### src/rtl/serial_subtractor_pkg.sv
// Shared encodings and defaults for the bit-serial subtractor.
package serial_subtractor_pkg;
  localparam int WIDTH_DEF = 4;

  typedef enum logic [1:0] {
    IDLE = 2'd0,
    BUSY = 2'd1,
    DONE = 2'd2
  } state_e;
endpackage

### src/rtl/serial_subtractor_full_subtractor.sv
// One-bit full subtractor: d = a - b - bin, bout set when the bit underflows.
module full_subtractor (
  input  logic a,
  input  logic b,
  input  logic bin,
  output logic d,
  output logic bout
);
  assign d    = a ^ b ^ bin;
  assign bout = (~a & b) | (~(a ^ b) & bin);
endmodule

### src/rtl/serial_subtractor.sv
// Bit-serial Diff = A - B - Bin: one full-subtractor cell walked LSB-first over WIDTH clocks.
module serial_subtractor
  import serial_subtractor_pkg::*;
#(
  parameter int WIDTH = WIDTH_DEF
) (
  input  logic             clk,
  input  logic             rst_n,
  input  logic             in_valid,
  output logic             in_ready,
  input  logic [WIDTH-1:0] A,
  input  logic [WIDTH-1:0] B,
  input  logic             Bin,
  output logic             out_valid,
  input  logic             out_ready,
  output logic [WIDTH-1:0] Diff,
  output logic             Bout,
  output logic             busy
);
  localparam int CW = (WIDTH > 1) ? $clog2(WIDTH) : 1;
  localparam logic [CW-1:0] CNT_LAST = CW'(WIDTH - 1);

  state_e           state_q, state_d;
  logic [WIDTH-1:0] a_q, a_d, b_q, b_d;
  logic [WIDTH-1:0] diff_q, diff_d;
  logic             borrow_q, borrow_d;
  logic             bout_q, bout_d;
  logic [CW-1:0]    cnt_q, cnt_d;
  logic             fs_d, fs_bout;

  full_subtractor u_fs (
    .a    (a_q[cnt_q]),
    .b    (b_q[cnt_q]),
    .bin  (borrow_q),
    .d    (fs_d),
    .bout (fs_bout)
  );

  always_comb begin
    state_d  = state_q;
    a_d      = a_q;
    b_d      = b_q;
    borrow_d = borrow_q;
    cnt_d    = cnt_q;
    diff_d   = diff_q;
    bout_d   = bout_q;
    case (state_q)
      IDLE: begin
        if (in_valid) begin
          a_d      = A;
          b_d      = B;
          borrow_d = Bin;
          cnt_d    = '0;
          state_d  = BUSY;
        end
      end
      BUSY: begin
        diff_d[cnt_q] = fs_d;
        borrow_d      = fs_bout;
        cnt_d         = cnt_q + CW'(1);
        if (cnt_q == CNT_LAST) begin
          bout_d  = fs_bout;
          state_d = DONE;
        end
      end
      DONE: begin
        // Result stays put after hand-off; only the valid flag drops.
        if (out_ready) state_d = IDLE;
      end
      default: state_d = IDLE;
    endcase
  end

  always_ff @(posedge clk or negedge rst_n) begin
    if (!rst_n) begin
      state_q  <= IDLE;
      a_q      <= '0;
      b_q      <= '0;
      borrow_q <= 1'b0;
      cnt_q    <= '0;
      diff_q   <= '0;
      bout_q   <= 1'b0;
    end else begin
      state_q  <= state_d;
      a_q      <= a_d;
      b_q      <= b_d;
      borrow_q <= borrow_d;
      cnt_q    <= cnt_d;
      diff_q   <= diff_d;
      bout_q   <= bout_d;
    end
  end

  assign in_ready  = (state_q == IDLE);
  assign out_valid = (state_q == DONE);
  assign busy      = (state_q == BUSY);
  assign Diff      = diff_q;
  assign Bout      = bout_q;
endmodule

### config.mk
export PLATFORM = sky130hd
export DESIGN_NAME = serial_subtractor
export DESIGN_NICKNAME = d
export VERILOG_FILES = /design/src/rtl/serial_subtractor_pkg.sv /design/src/rtl/serial_subtractor_full_subtractor.sv /design/src/rtl/serial_subtractor.sv
export SDC_FILE = /design/constraint.sdc
export NUM_CORES = 1
export LEC_CHECK = 0
export CAP_MARGIN = 20
export CELL_PAD_IN_SITES_DETAIL_PLACEMENT = 1
export CELL_PAD_IN_SITES_GLOBAL_PLACEMENT = 1
export CORE_ASPECT_RATIO = 1.4
export CORE_MARGIN = 1.5
export CORE_UTILIZATION = 39
export CTS_CLUSTER_DIAMETER = 150
export DETAILED_ROUTE_END_ITERATION = 10
export PLACE_DENSITY = 0.87
export SLEW_MARGIN = 30
export SYNTH_ARGS = -nofsm -noshare
export SYNTH_HDL_FRONTEND = slang
export SYNTH_SLANG_ARGS = --single-unit
### constraint.sdc
create_clock -name clk -period 2.85 [get_ports clk]
set_clock_uncertainty 0.15 [all_clocks]
set_input_delay 0.57 -clock clk [delete_from_list [all_inputs] [get_ports clk]]
set_output_delay 0.57 -clock clk [all_outputs]
set_load 0.005 [all_outputs]
After elaboration in Yosys (flattened, before gate mapping) --
Index checks and enable logic that the tools add are counted. W data, S select, Z words.
Word-level totals: word-level logic and storage cells 45, input bits 13, register bits after elaboration 18
Operators by class: bitwise operators 7, reductions and logical operators 7, add/sub/neg operators 1, order comparisons 2, mux-type cells 15, eq/ne operators 6
Operators with widths (number):
- $mux W2 | 4
- $pmux W2 S3 | 1
- $reduce_and A2 Y1 | 3
- $bmux W1 S2 | 2
- $bwmux W4 | 1
- $eq A2 B2 Y1 const B | 2
- $mux W1 | 4
- $ne A2 B1 Y1 const B | 2
- $pmux W2 S2 | 1
- $lt A2 B3 Y1 const B | 1
- $reduce_and A3 Y1 | 1
- $add A2 B1 Y2 const B | 1
- $and A1 B1 Y1 | 2
- $demux W1 S2 | 1
- $eq A2 B1 Y1 const B | 1
- $ge A2 B1 Y1 const B | 1
- $logic_not A2 Y1 | 1
- $ne A2 B2 Y1 const B | 1
- $not A1 Y1 | 2
- $pmux W1 S2 | 1
- $reduce_bool A2 Y1 | 1
- $xor A1 B1 Y1 | 2
- $logic_and A1 B1 Y1 | 1
- $or A1 B1 Y1 | 1

Logic depth before layout (Yosys ltp) --
Gate-level depths: netlist of the first run.
depth in word-level cells 7, depth in mapped cells 5, mapped depth without buffers 4

Modules after synthesis --
From an unflattened synthesis of the first run, not the netlist that was laid out.
Second synthesis, totals: cell total of the unflattened synthesis 65, area total of the unflattened synthesis 892.1 um^2
Modules (own cells, without submodules):
- serial_subtractor | area each 860.8 um^2, seq. area each 450.4 um^2, cells each 61, instances 1
- full_subtractor | area each 31.3 um^2, seq. area each 0.0 um^2, cells each 4, instances 1

Least setup slack after synthesis of the first run --
No wires, ideal clock.
kind reg-to-reg, from register cnt_q[0], to register diff_q[0], in the netlist Diff[0], data required time 2.575 ns, data arrival time 1.747 ns, cell stages (with the launch flop) 4, slack 0.828 ns, cell sequence dfrtp_1 -> mux4_2 -> fa_1 -> mux2_4
Between the ends: cells in the longest elaborated chain, start to end 5, elaborated cells between the ends (all ways) 12, classes of those cells order compare: 2; mux: 7; bitwise: 2; reduce/logical: 1
Ends and longest elaborated chain:
- start: declaration | line serial_subtractor.sv:28 | logic [CW-1:0] cnt_q, cnt_d;
- start signal: assignment | line serial_subtractor.sv:88 | cnt_q <= cnt_d;
- $bmux W1 S2 (on tied branches) | line serial_subtractor.sv:32, serial_subtractor.sv:33
- $mux W1 (on tied branches) | line serial_subtractor.sv:32, serial_subtractor.sv:33
- $xor A1 B1 Y1 * (2 in a row) | line serial_subtractor_full_subtractor.sv:9 | assign d = a ^ b ^ bin;
- via fs_d | line serial_subtractor.sv:29 | logic fs_d, fs_bout;
- $bwmux W4 * | line serial_subtractor.sv:58 | diff_d[cnt_q] = fs_d;
- end signal: assignment | line serial_subtractor.sv:89 | diff_q <= diff_d;
- end: declaration | line serial_subtractor.sv:25 | logic [WIDTH-1:0] diff_q, diff_d;
The timed path passes the listed nets; every way through them passes the cells marked *. The select of a mux whose other input is x is not followed. A chain may end at the register's enable or synchronous reset.

Worst setup path in the final report of the first run --
from register state_q[0], to output busy
Between the ends: cells in the longest elaborated chain, start to end 1
Ends and longest elaborated chain:
- start: declaration | line serial_subtractor.sv:23 | state_e state_q, state_d;
- start signal: assignment | line serial_subtractor.sv:84 | state_q <= state_d;
- $eq A2 B1 Y1 | line serial_subtractor.sv:96 | assign busy = (state_q == BUSY);
- end: declaration | line serial_subtractor.sv:18 | output logic busy
Every way passes these cells.

==> results_dict.tcl, run 1 <==
set metrics [dict create \
    drt_iter0_drc 5 \
    final_cells 112 \
    final.setup.tns_ps 0 \
    postLayoutCoreUtil_pct 50.94 \
    grt_max_degree 19 \
    slew_headroom_pct 47.91 \
    reg2reg_depth 3 \
    hold_viol_final 0 \
    dominantRegCellSynth "dfrtp_1" \
    syn-num-nets 85 \
    fmax_ghz 0.4027 \
    clockBufferDepth 2 \
    rsz0062_at_grt "false" \
    syn-mean-instance-area_um2 14.16 \
    min_period_ps 2483 \
    dp_hpwl_um 1373 \
    antenna_found_initial 0 \
    fin_ws_ps 366.5 \
    totalWireLength_um 1667 \
    startpoint_type "register" \
    cts_tree "done" \
    synth_fa_ha_area_share_pct 7.388 \
    holdBufCountCts 0 \
    vias 582 \
    synth-seq-cells 18 \
    crit_family "flip-flops" \
    track_usage_pct 14.52 \
    portBuffers 20 \
    coreArea_um2 2338 \
    cp.required_ps 2130 \
    synthSimpleGateAreaFrac_pct 11.48 \
    clock_sinks 18 \
    min-delay-path-class "reg -> reg" \
    clk_pin_slew_ps 100 \
    die_x_um 44.68 \
    critical_path_class "reg -> out" \
    slowest_delay_ps 590 \
    drv_slew 0 \
    postSynthCellCount 67 \
    critPathSlowestCell "dfrtp_1" \
    yosys_warnings 0 \
    die-area_um2 2741 \
    vias_per_cell 5.196 \
    cp.arrival_ps 1760 \
    grt_pass1_vias 617 \
    synthToLayoutAreaGrowth_pct 25.59 \
    cap_violations 0 \
    power_density_nw_per_um2 1184 \
    post_drt_wl_per_cell_um 14.88 \
    synth_area_um2 948.4 \
    layout_commonest_cell "clkdlybuf4s50_1" \
    vdd_drop_max_mv 0.5143 \
    root_buffer "clkbuf_4" \
    critical_path_depth 2 \
    ys_types 23 \
    ctsHtreeMaxLevel 1 \
    dp.cells 108 \
    synthMuxAreaShare_pct 24.41 \
    clock_latency_ps 300 \
    final_cell_mix "clkdlybuf4s50_1 (20), dfrtp_1 (18), mux2_4 (11)" \
    io_pins 21 \
    cp_num_buf_inv 1 \
    ant_nets 0 \
    async_flop_share_pct 100.0 \
    fill_cells 246 \
    synth_compound_area_share_pct 4.485 \
    fin_crit_sh_pct 87.14 \
    drc_errors 0 \
    hold_path_depth 2 \
    dp_slack_ps 684.4 \
    cts_buffers 3 \
    crit_chain "nor2b_4 > clkdlybuf4s50_1" \
    drive_above_1_share_pct 26.97 \
    tightest_slew_ps 778.9 \
    fin_nets 108 \
    critPathCaptureType "output pin" \
    synth_top_family_by_area "multiplexers" \
    grt_overflow_total 0 \
    die_h_um 61.35 \
    grt_first_pass_wirelength_um 2746 \
    worstPathMaxFanout 9 \
    dr.pass1.iters 2 \
    leakage_nw 0.5549 \
    antenna_cells 0 \
    fp-row-count 21 \
    setup_violations 0 \
    ctsResizeCount 0 \
    outcome "finished clean" \
    synth_xor_area_share_pct 0 \
    cts_setup_buffers 0 \
    ys_seq_area_share_pct 47.49 \
    start_util_pct 40.56 \
    place_congestion 0.6891 \
    synth_edf_count 0 \
]
==> logic make-up after synthesis <==
family / count (synthesis)
compound gates: 6
fa+ha+maj: 5
buf+inv: 8
flops: 18
mux: 15
simple gates: 15
==> synth_stat cells (all sizes together) (2+ instances only) <==
master	count	area share, %
buf	2	2.4
dfrtp	18	47
ha	4	5.3
inv	6	2.4
mux2	12	19
mux4	2	4.7
nand2	4	2.4
nand2b	2	2.1
nor2	6	4.1
o21ai	2	1.1
==> through the flow <==
stage | power [mW] | hold WS (ps) | instance area (um2)
finish | 1.410 | 347.4 | 1191
global route | 1.518 | 389.2 | 1191
CTS | 1.434 | 354.1 | 1191
detailed placement | 1.275 | 329.8 | 1155
global placement | 1.226 | 315.7 | 1155
floorplan | 1.051 | 124.4 | 948.4
==> report_power, final <==
| part | internal [mW] | switching [mW] | leakage (nW) |
|---|---|---|---|
| clock network | 0.0780 | 0.0831 | 0.0210 |
| registers | 0.389 | 0.129 | 0.214 |
| logic | 0.465 | 0.266 | 0.320 |
==> flip-flops by register name, indices dropped and copies added (netlist names) <==
signal and count:
a_q 4, borrow_q 1, cnt_q 2, state_q 2
b_q 4, Diff 4, Bout 1
==> path summary, 6_finish.rpt <==
check / slack [ps] / startpoint / endpoint
max: 370 / state_q[0] / busy
max reg2reg: 690 / cnt_q[0] / Diff[1]
min: 350 / Bout / Bout
min reg2reg: 350 / Bout / Bout
min in group asynchronous: 560 / rst_n / state_q[0]
max in group asynchronous: 1500 / rst_n / b_q[1]
==> routing by layer <==
| layer | track usage, % | vias up | wire [um] |
|---|---|---|---|
| met1 | 15.36 | 287 | 664 |
| met2 | 26.71 | 18 | 902 |
| met4 | 7.792 | 0 | 39 |
| met3 | 2.639 | 5 | 60 |
| li1 | - | 272 | - |
| met5 | 0 | - | 0 |
==> worst min-delay path, delay by kind of cell, from the launching register on <==
kind,cells,cell delay [ps]
DFF,1,360
AOI/OAI and AO/OA,1,60
and+or+nand+nor,1,50
==> area by class of cell <==
type	instances	area, um2	area share, %
sequential	18	450.4	37.82
timing repair buffer	20	200.2	16.81
clock buffer	4	36.28	3.046
multi-input combinational	41	452.9	38.03
tap	23	28.78	2.416
inverter	6	22.52	1.891
(Power assumes the default switching activity.)
==> inputs of run 2 (changes only) <==
--- a/config.mk
+++ b/config.mk
@@ -6,12 +6,10 @@
 export NUM_CORES = 1
 export LEC_CHECK = 0
 export CAP_MARGIN = 20
-export CELL_PAD_IN_SITES_DETAIL_PLACEMENT = 1
-export CELL_PAD_IN_SITES_GLOBAL_PLACEMENT = 1
 export CORE_ASPECT_RATIO = 1.4
 export CORE_MARGIN = 1.5
-export CORE_UTILIZATION = 39
-export CTS_CLUSTER_DIAMETER = 150
+export CORE_UTILIZATION = 48
+export CTS_CLUSTER_DIAMETER = 200
 export DETAILED_ROUTE_END_ITERATION = 10
 export PLACE_DENSITY = 0.87
 export SLEW_MARGIN = 30
==> run 2 against run 1 <==
Against the previous run: non-clock buffer count is the same; count of clock-buffer cells in the layout decreased by 1; sequential cell count unchanged; critical path depth did not move; register-to-register slack improved by 30 ps; global-route usage rose by 1.6 points; routed wire length decreased by 11%.
==> results_dict.tcl, run 2 (synthesis results as in run 1) <==
set metrics [dict create \
    outcome "finished clean" \
    dp_slack_ps 702.5 \
    root_buffer "clkbuf_4" \
    dp_hpwl_um 1252 \
    holdBufCountCts 0 \
    cts_setup_buffers 0 \
    drt_iter0_drc 5 \
    cts_buffers 3 \
    fin_crit_sh_pct 86.20 \
    power_density_nw_per_um2 1158 \
    postPlaceCellArea_um2 1151 \
    vdd_drop_max_mv 0.5975 \
    leakage_nw 0.5477 \
    drv_slew 0 \
    start_util_pct 52.64 \
    post_drt_wl_per_cell_um 13.79 \
    cp.arrival_ps 1740 \
    fin_ws_ps 393.4 \
    place_congestion 0.7727 \
    fill_cells 151 \
    setup_violations 0 \
    track_usage_pct 16.16 \
    totalWireLength_um 1489 \
    die_x_um 40.57 \
    layout_commonest_cell "clkdlybuf4s50_1" \
    vias_per_cell 5.269 \
    drive_above_1_share_pct 26.14 \
    crit_chain "nor2b_4 > clkdlybuf4s50_1" \
    synthToLayoutAreaGrowth_pct 23.75 \
    dp.cells 105 \
    coreArea_um2 1802 \
    grt_max_degree 19 \
    grt_pass1_vias 592 \
    fmax_ghz 0.4071 \
    dr.pass1.iters 4 \
    tightest_slew_ps 757.3 \
    ant_nets 0 \
    antenna_found_initial 0 \
    cts_tree "done" \
    min_period_ps 2457 \
    ctsHtreeMaxLevel 1 \
    grt_first_pass_wirelength_um 2511 \
    grt_overflow_total 0 \
    slew_headroom_pct 49.35 \
    critPathSlowestCell "dfrtp_1" \
    cap_violations 0 \
    final_area_um2 1174 \
    clock_sinks 18 \
    slowest_delay_ps 580 \
    vias 569 \
    critPathCaptureType "output pin" \
    fin_nets 108 \
    final_cells 108 \
    min-delay-path-class "reg -> reg" \
    io_pins 21 \
    clockBufferDepth 2 \
    hold_viol_final 0 \
    rsz0062_at_grt "false" \
    clock_latency_ps 280 \
    ctsResizeCount 0 \
    fp-row-count 18 \
    drc_errors 0 \
    startpoint_type "register" \
    die-area_um2 2255 \
    cp.required_ps 2130 \
    final_cell_mix "clkdlybuf4s50_1 (20), dfrtp_1 (18), mux2_4 (11)" \
    critical_path_class "reg -> out" \
    final.setup.tns_ps 0 \
    clk_pin_slew_ps 90 \
    die_h_um 55.60 \
    portBuffers 20 \
    worstPathMaxFanout 9 \
    antenna_cells 0 \
]
[run 2: final timing paths]
kind / from / to / slack (ps) / cells past startpoint
worst max register to register: cnt_q[0] / Diff[0] / 720 / 3
min in group asynchronous: rst_n / state_q[1] / 570 / 1
max in group asynchronous: rst_n / cnt_q[1] / 1510 / 1
worst max-delay path: state_q[0] / busy / 390 / 2
worst min-delay path: Bout / Bout / 360 / 2
worst min register to register: Bout / Bout / 360 / 2
[run 2: worst max-delay path, delay by kind of cell (launching register included)]
| kind | cells | cell delay, ps |
|---|---|---|
| flip-flops | 1 | 580 |
| buffers and inverters | 1 | 540 |
| AND/OR/NAND/NOR | 1 | 330 |
[run 2: area by class of cell]
type	count	area [um2]	area share (%)
Timing Repair Buffer	20	200.2	17.06
Multi-Input combinational cell	41	452.9	38.59
Clock buffer	3	22.52	1.919
Inverter	6	22.52	1.919
Tap cell	20	25.02	2.132
Sequential cell	18	450.4	38.38
[run 2: through the flow]
stage / power [mW] / hold WS, ps / utilization, %
2_1_floorplan: 1.051 / 124.4 / -
3_3_place_gp: 1.214 / 312.3 / 63.89
3_5_place_dp: 1.263 / 342.6 / 63.89
4_1_cts: 1.383 / 371.3 / 65.14
5_1_grt: 1.477 / 391.5 / 65.14
6_report: 1.359 / 364.8 / 65.14
[run 2: power by group]
group	total, mW	internal (mW)	leakage (nW)	switching, mW
sequential	0.515	0.389	0.214	0.126
combinational	0.724	0.465	0.320	0.259
clock	0.120	0.0491	0.0138	0.0706
total	1.36	0.903	0.548	0.455
[run 2: layer usage]
layer  up-vias  global-route usage (%)  part of all wire [%]
met5         -                       0                     0
met4         0                   5.714                   1.1
met3         2                   3.600                   4.4
met2        19                   27.21                    56
met1       280                   18.77                    38
li1        268                       -                     -
==> inputs of run 3 (changes only) <==
--- a/config.mk
+++ b/config.mk
@@ -12,6 +12,7 @@
 export CTS_CLUSTER_DIAMETER = 200
 export DETAILED_ROUTE_END_ITERATION = 10
 export PLACE_DENSITY = 0.87
+export RECOVER_POWER = 100
 export SLEW_MARGIN = 30
 export SYNTH_ARGS = -nofsm -noshare
 export SYNTH_HDL_FRONTEND = slang
==> run 3 against run 2 <==
Against the previous run: total power fell by 10%; first-iteration DRC count is 20% lower; final cell count unchanged; maximum frequency is 5.0% higher; core utilization decreased by 3.0 points; critical path depth is the same.
==> results_dict.tcl, run 3 (synthesis results as in run 1) <==
set metrics [dict create \
    outcome "finished clean" \
    cts_buffers 3 \
    layout_commonest_cell "dfrtp_1" \
    min_from "Diff[2]" \
    clock_sinks 18 \
    die_x_um 40.57 \
    post_drt_wl_per_cell_um 13.56 \
    combPwrFrac_pct 49.3 \
    cp.required_ps 2130 \
    drv_slew 0 \
    grt_pass1_vias 592 \
    critical_path_class "reg -> out" \
    antenna_found_initial 0 \
    startpoint_type "register" \
    fin_nets 108 \
    place_congestion 0.7727 \
    slowest_delay_ps 540 \
    setup_violations 0 \
    track_usage_pct 16.16 \
    cp_num_buf_inv 1 \
    cap_violations 0 \
    clock_power_share_pct 9.8 \
    whs_endpoint "Diff[2]" \
    fin_ws_ps 509.3 \
    portBuffers 20 \
    die-area_um2 2255 \
    ant_nets 0 \
    final.setup.tns_ps 0 \
    holdWs_ps 354.7 \
    vias 571 \
    p_sw_share_pct 34.44 \
    grt_overflow_total 0 \
    critPathCaptureType "output pin" \
    start_util_pct 52.64 \
    cts_tree "done" \
    grt_max_degree 19 \
    dr_wl_met3_um 64 \
    min_period_ps 2341 \
    met1_length_um 554 \
    drc_errors 0 \
    dr.pass1.iters 3 \
    power.share.sequential_pct 40.9 \
    min-delay-path-class "reg -> reg" \
    rsz0062_at_grt "false" \
    hold_viol_final 0 \
    highest-signal-layer "met4" \
    p_switching_uw 421.2 \
    io_pins 21 \
    tightest_slew_ps 766.1 \
    die_h_um 55.60 \
    fin_crit_sh_pct 82.13 \
    met2_length_um 828 \
    leakage_nw 0.5051 \
    root_buffer "clkbuf_4" \
    antenna_cells 0 \
    worstReg2RegEnd "Diff[0]" \
    vdd_drop_max_mv 0.5692 \
    final_cell_mix "dfrtp_1 (18), clkdlybuf4s50_1 (11), dlygate4sd3_1 (9)" \
    clockBufferDepth 2 \
    dp_slack_ps 702.5 \
    drive_above_1_share_pct 20.45 \
    slew_headroom_pct 48.76 \
    crit_chain "nor2b_4 > clkdlybuf4s50_1" \
    grt_first_pass_wirelength_um 2511 \
    holdBufCountCts 0 \
    hold_path_depth 1 \
    totalWireLength_um 1464 \
    p_int_uw 802.0 \
    crit_family "buffers and inverters" \
    cts_setup_buffers 0 \
    vias_per_cell 5.287 \
    fp-row-count 18 \
    drt_iter0_drc 4 \
    synthToLayoutAreaGrowth_pct 18.07 \
    fmax_ghz 0.4272 \
    ctsResizeCount 0 \
    power_density_nw_per_um2 1092 \
    reg2reg_depth 3 \
    cp.arrival_ps 1620 \
    reg2reg_slack_ps 700 \
    r2r_start "cnt_q[0]" \
    coreArea_um2 1802 \
    worstPathMaxFanout 9 \
    ctsHtreeMaxLevel 1 \
    clock_latency_ps 290 \
    critPathSlowestCell "clkdlybuf4s50_1" \
    dp_hpwl_um 1252 \
    clk_pin_slew_ps 90 \
]
run 3: changes by cell type in the layout (fill, tap and decap cells not counted):
cell / previous run / this run
mux2_1: 0 / 4
clkdlybuf4s50_1: 20 / 11
mux2_4: 11 / 1
dlygate4sd3_1: 0 / 9
nor2_1: 5 / 6
nor2_8: 1 / 0
mux2_2: 1 / 7
run 3: through the flow:
step | cell area (um2) | total power [mW] | instances | utilization [%]
3_3_place_gp | 1151 | 1.214 | 105 | 63.89
4_1_cts | 1174 | 1.383 | 108 | 65.14
5_1_grt | 1120 | 1.350 | 108 | 62.15
6_report | 1120 | 1.223 | 108 | 62.15
2_1_floorplan | 948.4 | 1.051 | 67 | -
3_5_place_dp | 1151 | 1.263 | 105 | 63.89
run 3: worst max-delay path by stage:
stage	start	endpoint	slack, ps	depth (start not counted)
floorplan	cnt_q[0]	Diff[0]	830	3
global placement	state_q[0]	busy	750	2
detailed placement	state_q[0]	busy	700	2
CTS	state_q[0]	busy	380	2
global route	state_q[0]	busy	430	2
finish	state_q[0]	busy	510	2
run 3: area by class of cell:
cell class                 count  area, um2
clock buffer                   3      22.52
fill                         163      681.9
inverter                       6      22.52
multi-input combinational     41      399.1
sequential                    18      450.4
tap                           20      25.02
timing repair buffer          20      200.2
run 3: layer usage:
metal | track usage [%] | vias to the layer above
met1 | 18.77 | 281
met3 | 3.600 | 2
met4 | 5.714 | 0
met5 | 0 | -
met2 | 27.21 | 17
li1 | - | 271
run 3: power groups by stage:
| stage | combinational, mW | sequential [mW] | clock [mW] |
|---|---|---|---|
| detailed placement | 0.740 | 0.523 | 0 |
| global route | 0.682 | 0.525 | 0.143 |
| CTS | 0.738 | 0.518 | 0.127 |
| floorplan | 0.578 | 0.473 | 0 |
| global placement | 0.705 | 0.510 | 0 |
| finish | 0.603 | 0.500 | 0.120 |
